$ cat config.mk
export PLATFORM = sky130hd
export DESIGN_NAME = serdes_rx16_flat
export DESIGN_NICKNAME = d
export VERILOG_FILES = /design/src/rtl/scm16_pkg.sv /design/src/rtl/serdes_rx16_if.sv /design/src/rtl/serdes_rx16_slot.sv /design/src/rtl/serdes_rx16.sv /design/src/flat_wrapper.sv
export SDC_FILE = /design/constraint.sdc
export NUM_CORES = 1
export LEC_CHECK = 0
export CAP_MARGIN = 20
export CORE_ASPECT_RATIO = 0.7
export CORE_MARGIN = 5
export CORE_UTILIZATION = 48
export DETAILED_ROUTE_END_ITERATION = 8
export PLACE_DENSITY = 0.81
export SYNTH_ARGS = -nofsm -noshare
export SYNTH_HDL_FRONTEND = slang
export SYNTH_SLANG_ARGS = --single-unit
export TNS_END_PERCENT = 1
$ cat constraint.sdc
create_clock -name clk -period 1.8 [get_ports clk]
set_input_delay 0.36 -clock clk [delete_from_list [all_inputs] [get_ports clk]]
set_output_delay 0.36 -clock clk [all_outputs]
set_load 0.01 [all_outputs]
$ cat src/rtl/scm16_pkg.sv
// Shared types, widths and bit-order helpers for the SCM16 16-bit word path.
// The receiver and any golden model use the same index and reversal functions.
package scm16_pkg;

    localparam int WORD_W = 16;
    localparam int CNT_W  = 5;

    // FILL: 0..15 bits held. PENDING: 16 bits held, waiting for the output slot.
    typedef enum logic {
        ST_FILL    = 1'b0,
        ST_PENDING = 1'b1
    } rx_state_t;

    function automatic logic [WORD_W-1:0] bitrev16(input logic [WORD_W-1:0] w);
        logic [WORD_W-1:0] r;
        for (int i = 0; i < WORD_W; i++) begin
            r[i] = w[WORD_W-1-i];
        end
        return r;
    endfunction

    // Bit position written by the cnt-th received bit.
    function automatic logic [3:0] idx(input logic [CNT_W-1:0] cnt, input logic msb_first);
        logic [3:0] i;
        i = msb_first ? (4'd15 - cnt[3:0]) : cnt[3:0];
        return i;
    endfunction

endpackage

$ cat src/rtl/serdes_rx16_if.sv
// Serial-in / word-out bus of serdes_rx16. The master drives bits and drains words;
// the slave is the receiver.
interface serdes_rx16_if;
    import scm16_pkg::*;

    // Both sides use strict valid/ready: a transfer happens on a rising clk edge where
    // valid and ready are both 1; valid and its data hold steady until that edge.
    logic              in_valid;
    logic              in_bit;
    logic              in_ready;
    logic              flush;
    logic              out_valid;
    logic [WORD_W-1:0] out_word;
    logic              out_ready;
    logic [CNT_W-1:0]  bit_cnt;
    rx_state_t         state;

    modport master (
        output in_valid, in_bit, flush, out_ready,
        input  in_ready, out_valid, out_word, bit_cnt, state
    );

    modport slave (
        input  in_valid, in_bit, flush, out_ready,
        output in_ready, out_valid, out_word, bit_cnt, state
    );

endinterface

$ cat src/rtl/serdes_rx16_slot.sv
// One-entry valid/ready holding register for assembled words. Supports load,
// stall, and load-while-draining so consecutive words leave without a bubble.
module serdes_rx16_slot
    import scm16_pkg::*;
(
    input  logic              clk,
    input  logic              rst,
    input  logic              load,
    input  logic [WORD_W-1:0] load_word,
    output logic              can_load,
    input  logic              out_ready,
    output logic              out_valid,
    output logic [WORD_W-1:0] out_word
);

    assign can_load = !out_valid || out_ready;

    // out_word keeps its last value after a drain; only a load changes it.
    always_ff @(posedge clk or negedge rst) begin
        if (!rst) begin
            out_valid <= 1'b0;
            out_word  <= '0;
        end else if (load) begin
            out_valid <= 1'b1;
            out_word  <= load_word;
        end else if (out_valid && out_ready) begin
            out_valid <= 1'b0;
        end
    end

endmodule

$ cat src/rtl/serdes_rx16.sv
// Serial-to-parallel receiver: assembles 16 accepted bits into a word, LSB-first or
// MSB-first by parameter, and hands it to a one-entry output slot.
module serdes_rx16
    import scm16_pkg::*;
#(
    parameter int UUID      = 0,
    parameter     NAME      = "",
    parameter bit MSB_FIRST = 1'b0
) (
    input logic          clk,
    input logic          rst,
    serdes_rx16_if.slave bus
);

    rx_state_t         state_q, state_d;
    logic [CNT_W-1:0]  cnt_q, cnt_d;
    logic [WORD_W-1:0] sh_q, sh_d;
    logic              accept;
    logic              xfer;
    logic              slot_can_load;
    logic              unused_params;

    assign unused_params = ^{32'(UUID), 32'($bits(NAME))};

    // in_ready depends on registered state only, never on out_ready.
    assign bus.in_ready = (cnt_q != CNT_W'(WORD_W));
    assign accept       = bus.in_valid && bus.in_ready && !bus.flush;
    assign xfer         = (state_q == ST_PENDING) && slot_can_load && !bus.flush;

    always_ff @(posedge clk or negedge rst) begin
        if (!rst) begin
            state_q <= ST_FILL;
            cnt_q   <= '0;
            sh_q    <= '0;
        end else begin
            state_q <= state_d;
            cnt_q   <= cnt_d;
            sh_q    <= sh_d;
        end
    end

    // flush outranks both a bit accept and a pending transfer.
    always_comb begin
        state_d = state_q;
        cnt_d   = cnt_q;
        sh_d    = sh_q;
        if (bus.flush) begin
            state_d = ST_FILL;
            cnt_d   = '0;
            sh_d    = '0;
        end else begin
            case (state_q)
                ST_FILL: begin
                    if (accept) begin
                        sh_d[idx(cnt_q, MSB_FIRST)] = bus.in_bit;
                        cnt_d = cnt_q + 1'b1;
                        if (cnt_q == CNT_W'(WORD_W - 1)) begin
                            state_d = ST_PENDING;
                        end
                    end
                end
                ST_PENDING: begin
                    if (xfer) begin
                        state_d = ST_FILL;
                        cnt_d   = '0;
                        sh_d    = '0;
                    end
                end
                default: begin
                    state_d = ST_FILL;
                    cnt_d   = '0;
                    sh_d    = '0;
                end
            endcase
        end
    end

    assign bus.bit_cnt = cnt_q;
    assign bus.state   = state_q;

    serdes_rx16_slot u_slot (
        .clk       (clk),
        .rst       (rst),
        .load      (xfer),
        .load_word (sh_q),
        .can_load  (slot_can_load),
        .out_ready (bus.out_ready),
        .out_valid (bus.out_valid),
        .out_word  (bus.out_word)
    );

endmodule

$ cat src/flat_wrapper.sv
// flat-port wrapper written by rule: the top's interface ports become plain ports
module serdes_rx16_flat import scm16_pkg::*;
#(
    parameter int UUID      = 0,
    parameter     NAME      = "",
    parameter bit MSB_FIRST = 1'b0
)
  (clk, rst, bus_in_valid, bus_in_bit, bus_flush, bus_out_ready, bus_in_ready, bus_out_valid, bus_out_word, bus_bit_cnt, bus_state);
  serdes_rx16_if bus_i ();
  input logic clk;
  input logic rst;
  input wire logic [$bits(bus_i.in_valid)-1:0] bus_in_valid;
  input wire logic [$bits(bus_i.in_bit)-1:0] bus_in_bit;
  input wire logic [$bits(bus_i.flush)-1:0] bus_flush;
  input wire logic [$bits(bus_i.out_ready)-1:0] bus_out_ready;
  output wire logic [$bits(bus_i.in_ready)-1:0] bus_in_ready;
  output wire logic [$bits(bus_i.out_valid)-1:0] bus_out_valid;
  output wire logic [$bits(bus_i.out_word)-1:0] bus_out_word;
  output wire logic [$bits(bus_i.bit_cnt)-1:0] bus_bit_cnt;
  output wire logic [$bits(bus_i.state)-1:0] bus_state;
  assign bus_i.in_valid = bus_in_valid;
  assign bus_i.in_bit = bus_in_bit;
  assign bus_i.flush = bus_flush;
  assign bus_i.out_ready = bus_out_ready;
  assign bus_in_ready = bus_i.in_ready;
  assign bus_out_valid = bus_i.out_valid;
  assign bus_out_word = bus_i.out_word;
  assign bus_bit_cnt = bus_i.bit_cnt;
  assign bus_state = bus_i.state;
  serdes_rx16 #(.UUID(UUID), .NAME(NAME), .MSB_FIRST(MSB_FIRST)) u_core (.clk(clk), .rst(rst), .bus(bus_i));
endmodule
## Yosys cells after proc, flatten, opt, wreduce, memory -nomap -nowiden

Index checks and enable logic that the tools add are counted.

| operators by class | value |
|---|---|
| add/sub/neg operators | 1 |
| $mul | 0 |
| divide/modulo/power cells | 0 |
| magnitude comparators | 2 |
| eq/ne operators | 4 |
| shift-type cells | 0 |
| multiplexer cells | 18 |
| bitwise logic cells | 1 |
| reduce and logical (&&, ||, !) cells | 11 |

Operators with widths:

| kind | number |
|---|---|
| 16-bit two-way mux | 3 |
| 16-bit case mux with 2 select lines | 1 |
| 16-bit bitwise mux | 1 |
| 5-bit two-way mux | 3 |
| 5-bit case mux with 2 select lines | 1 |
| 1-bit two-way mux | 7 |
| 1-bit logical AND | 6 |
| 5-bit by 1-bit adder with 5-bit output (second input constant) | 1 |
| 5-bit by 4-bit equality test with 1-bit output (second input constant) | 1 |
| 4-bit by 5-bit less-than comparator with 1-bit output (second input constant) | 1 |
| 5-bit inequality test (second input constant) | 1 |
| 1-bit demux with 4-bit select | 1 |
| 4-bit by 1-bit >= comparator with 1-bit output (second input constant) | 1 |
| 3-bit by 2-bit inequality test with 1-bit output (second input constant) | 1 |
| 3-bit inequality test (second input constant) | 1 |
| 1-bit zero test | 2 |
| 1-bit case mux with 2 select lines | 1 |
| 2-bit AND reduction | 1 |
| 2-bit nonzero test | 1 |
| 1-bit logical OR | 1 |
| 1-bit inverter | 1 |

| storage, ports and cells | value |
|---|---|
| bits in registers | 39 |
| latch bits | 0 |
| bits in writable memories | 0 |
| ROM bits | 0 |
| input bits | 6 |
| output and inout port bits | 24 |
| logic and storage cells | 42 |
| memories kept | 0 |

## Logic depth before layout (Yosys ltp)

| logic depth | value |
|---|---|
| depth after elaboration | 8 |
| mapped depth | 8 |
| depth with buffers taken out | 6 |

## By module

A second synthesis with hierarchy kept.

| second synthesis, totals | value |
|---|---|
| cell total of the unflattened synthesis | 150 |
| area, all modules | 1904.3 µm² |

Modules (own cells, without submodules):

| module | times used | cells an instance | area an instance (µm²) | sequential area each (µm²) |
|---|---|---|---|---|
| serdes_rx16 | 1 | 113 | 1221.2 | 550.5 |
| serdes_rx16_slot | 1 | 37 | 683.2 | 425.4 |

## Worst setup path after synthesis

No wires, ideal clock.

| path | value |
|---|---|
| path type | flip-flop to flip-flop |
| start point | register u_core.cnt_q[0] (netlist: u_core.bus.bit_cnt[0]) |
| end point | register u_core.sh_q[10] |
| library setup time | 0.122 ns |
| arrival time | 1.640 ns |
| required time | 1.678 ns |
| path slack | 0.039 ns |
| cell stages (with the launch flop) | 9 |
| buffers on the path | 3 |
| period minus slack after synthesis | 1.761 ns |
| path through | dfrtp_1 > inv_1 > ha_1 > nand4bb_1 > buf_2 > and3b_1 > buf_6 > buf_6 > a32o_1 |

| on the way | value |
|---|---|
| longest elaborated chain between the ends | 8 |
| elaborated cells on any way between the ends | 14 |
| those cells by class | 2 x order compare; 2 x eq/ne; 6 x mux; 4 x reduce/logical |

RTL lines:

| element | RTL line | source |
|---|---|---|
| from (decl) | serdes_rx16.sv:16 | `logic [CNT_W-1:0] cnt_q, cnt_d;` |
| from (signal assigned) | serdes_rx16.sv:37 | `cnt_q <= cnt_d;` |
| 4-bit by 5-bit less-than comparator with 1-bit output (not written as such) / 4-bit by 1-bit >= comparator with 1-bit output (equally long branches) | serdes_rx16.sv:55 | `sh_d[idx(cnt_q, MSB_FIRST)] = bus.in_bit;` |
| 1-bit logical AND (not written as such) | serdes_rx16.sv:55 |  |
| 1-bit two-way mux (not written as such) | serdes_rx16.sv:55 |  |
| 1-bit demux with 4-bit select | - |  |
| 16-bit bitwise mux | serdes_rx16.sv:55 |  |
| 16-bit two-way mux | serdes_rx16.sv:54 | `if (accept) begin` |
| 16-bit case mux with 2 select lines | serdes_rx16.sv:52 | `case (state_q)` |
| 16-bit two-way mux | serdes_rx16.sv:47 | `if (bus.flush) begin` |
| to (signal assigned) | serdes_rx16.sv:34 | `sh_q <= '0;` |
| to (signal assigned) | serdes_rx16.sv:38 | `sh_q <= sh_d;` |
| to (decl) | serdes_rx16.sv:17 | `logic [WORD_W-1:0] sh_q, sh_d;` |

Several ways; a longest one is shown, not always the timed one. The select of a mux whose other input is x is not followed.
A chain may end at the register's enable or synchronous reset.

## Final worst setup path

| path | value |
|---|---|
| start point | register u_core.cnt_q[2] (netlist: u_core.bus.bit_cnt[2]) |
| end point | output bus_bit_cnt[2] |

RTL lines:

| element | RTL line | source |
|---|---|---|
| to (decl) | flat_wrapper.sv:19 | `output wire logic [$bits(bus_i.bit_cnt)-1:0] bus_bit_cnt;` |

No word-level cell between the ends.

==> results.toml <==
[pwr]
p_leak_nw = 1.12
powerDensity_nw_per_um2 = 661
total_power_mw = 1.62
ir_drop_mv = 0.365

[layout]
finalNetCount = 208
area_delta_synth_final_pct = 28.6
utilization_pct = 63.1
design_area_sq_um = 2450
diodes = 0
drive_gt1_share_pct = 23.2

[setup_path]
worstPathCellList = "buf_4 > clkdlybuf4s50_1"
critPathMaxFanout = 15
reg2reg_from = "u_core.bus.bit_cnt[0]"
critPathCaptureType = "output port"
critical_path.max_stage_delay_ns = 0.56
reg2reg_depth = 7
cp_slowest_cell = "clkdlybuf4s50_1"
r2r_slack_ns = 0.08
criticalPathCategory = "flip-flop to output port"
required_ns = 1.44
timing.rr.end = "u_core.sh_q[15]"
arrival_ns = 1.39
cp-start-kind = "flip-flop"

[global_routing]
grt_pass1_vias = 1465
grt_first_pass_wirelength_um = 7160
antenna_found_initial = 0
grt_max_degree = 40
grt.total_usage_pct = 16.9
grt.overflow.total = 0

[logic_synthesis]
syn-cell-area_sq_um = 1900
synth_nets = 168
ys_seq_area_share_pct = 51.3
syn_avg_cell_area_sq_um = 12.1
synth_area_leaders = "dfrtp_1 51%, mux2_2 8.9%, a32o_1 8.4%"
post-synth-top-area-cell = "dfrtp_1"
synth.distinct_cells = 32
ys_seq_elements = 39
yosysTopAreaCellShare_pct = 51.3
yosysWarnings = 0
postSynthCellCount = 157

[route]
wirelength_um = 4160
drtIter0Drc = 123
antenna_left = 0
drc_errors = 0
vias = 1451
vias_per_cell = 5.80
wl_per_cell_um = 16.6
drtPass1Iterations = 4

[clock_tree]
htree_levels = 2
clk_pin_slew_ns = 0.08
root_buffer = "clkbuf_8"
cts_inserted_buffers = 5
cts_sinks = 39
clock_latency_ns = 0.30
cts_buffer_depth = 2
cts_tree = "done"

[placement]
dp_hpwl_um = 2930
place_area_sq_um = 2340
dp_slack_ns = -0.0111
gp_congestion = 0.902
portBuffers = 29

[sta]
tightest_slew_ns = 0.503
min_period_ns = 1.75
rsz0062_at_grt = "true"
fin_crit_sh_pct = 97.5
clock.fmax_mhz = 570
setup_viol_count_final = 0
maxSlewViolCount = 0
setup_slack_ns = 0.0450
skew_ns = 0.00490
finalHoldViolations = 0
slew_headroom_pct = 66.5
holdWs_ns = 0.106

[outcome]
status = "finished clean"

[floorplan]
fp.dieH_um = 62.7
ios = 30
start_util_pct = 49.1
fp-row-count = 19
dieArea_sq_um = 5340
core_sq_um = 3870
dieWidth_um = 85.2

[worst_hold_path]
min_path_type = "primary input to asynchronous set/reset pin"

[job]
max_cap_viol_count = 0
## worst max-delay path by stage
stage                                 end             startpoint  cells after the start  slack (ns)
detailed placement         u_core.sh_q[0]           bus_in_valid                      5       -0.01
global route        u_core.bus.bit_cnt[4]  u_core.bus.bit_cnt[0]                      7      -0.003
global placement           u_core.sh_q[0]           bus_in_valid                      5        0.02
CTS                          bus_in_ready  u_core.bus.bit_cnt[0]                      4        0.02
finish                     bus_bit_cnt[2]  u_core.bus.bit_cnt[2]                      2        0.05
floorplan                 u_core.sh_q[10]  u_core.bus.bit_cnt[0]                      8        0.04
## cell usage in the layout, fill, tap and decap left out, drive strengths merged, types with 2 or more instances in the layout
cell and instances:
dfrtp 39, clkdlybuf4s50 27, buf 19, mux2 17, a32o 16, and2 14
nand4 13, inv 6, clkbuf 6, ha 5, nand3 5, nor2b 4
nor2 4, and3 3, nand2 2, a211oi 2, a22o 2
## Yosys cell counts
cell type / n
a21bo_2: 1
mux2_2: 15
nand4_1: 13
nor2b_1: 4
clkbuf_1: 2
buf_6: 3
dfrtp_1: 39
and3b_1: 1
nor2_1: 4
a21oi_2: 1
mux2_1: 2
clkbuf_2: 1
nand4bb_1: 1
nor4bb_1: 1
and3_1: 3
nand3_2: 1
ha_1: 5
a22o_1: 2
and2_1: 14
a21boi_1: 1
nand3_1: 4
a221o_1: 1
nand4b_1: 1
buf_4: 1
a32o_1: 16
inv_1: 6
nand2_1: 2
a211oi_1: 2
a31oi_1: 1
buf_2: 7
a221oi_2: 1
nand2b_1: 1
## metal layers
metal  global-route usage, %  part of all wire (%)
met1                    23.1                    45
met2                    25.2                    46
met3                    5.27                   6.5
met5                       0                     0
met4                    6.32                   2.1
## state kept, by name, indices dropped and copies added (netlist names)
register                 count
u_core.sh_q                 16
u_core.bus.bit_cnt           5
u_core.u_slot.out_word      16
u_core.bus.state             1
u_core.u_slot.out_valid      1
## repair_timing
action,in CTS,in global routing
hold buffers,0,0
setup buffers,1,0
endpoints found under the setup margin,2,5
pin swaps,0,0
resized for setup,2,2
cloned,0,0
## through the flow
step | setup TNS, ns | cells
floorplan | 0 | 157
global placement | 0 | 241
detailed placement | -0.0168 | 241
CTS | 0 | 250
global route | -0.00384 | 250
finish | 0 | 250
## kinds of logic (layout without fill, tap and decap cells)
group,Yosys count,in the layout,share of synthesized area [%]
simple gates,50,50,16.3
mux,17,17,10.1
compound gates,26,26,13.2
buf+inv,20,61,5.85
fa+ha+maj,5,5,3.29
flops,39,39,51.3
## power breakdown
group	internal [mW]	switching, mW
registers	0.882	0.00335
clock network	0.271	0.314
logic	0.0616	0.0836
## worst max-delay path: cells and delay by family, from the launching register on
| family | cells | cell delay [ns] |
|---|---|---|
| buf+inv | 2 | 0.75 |
| flops | 1 | 0.35 |
## cell type report
class,instances,area [sq um]
fill,305,1430
multi-input combinational,98,826
clock inverter,2,12.5
timing repair buffer,47,470
tap,52,65.1
sequential,39,977
clock buffer,6,72.6
inverter,6,22.5
Note: power is estimated with default switching activity, not from simulation.
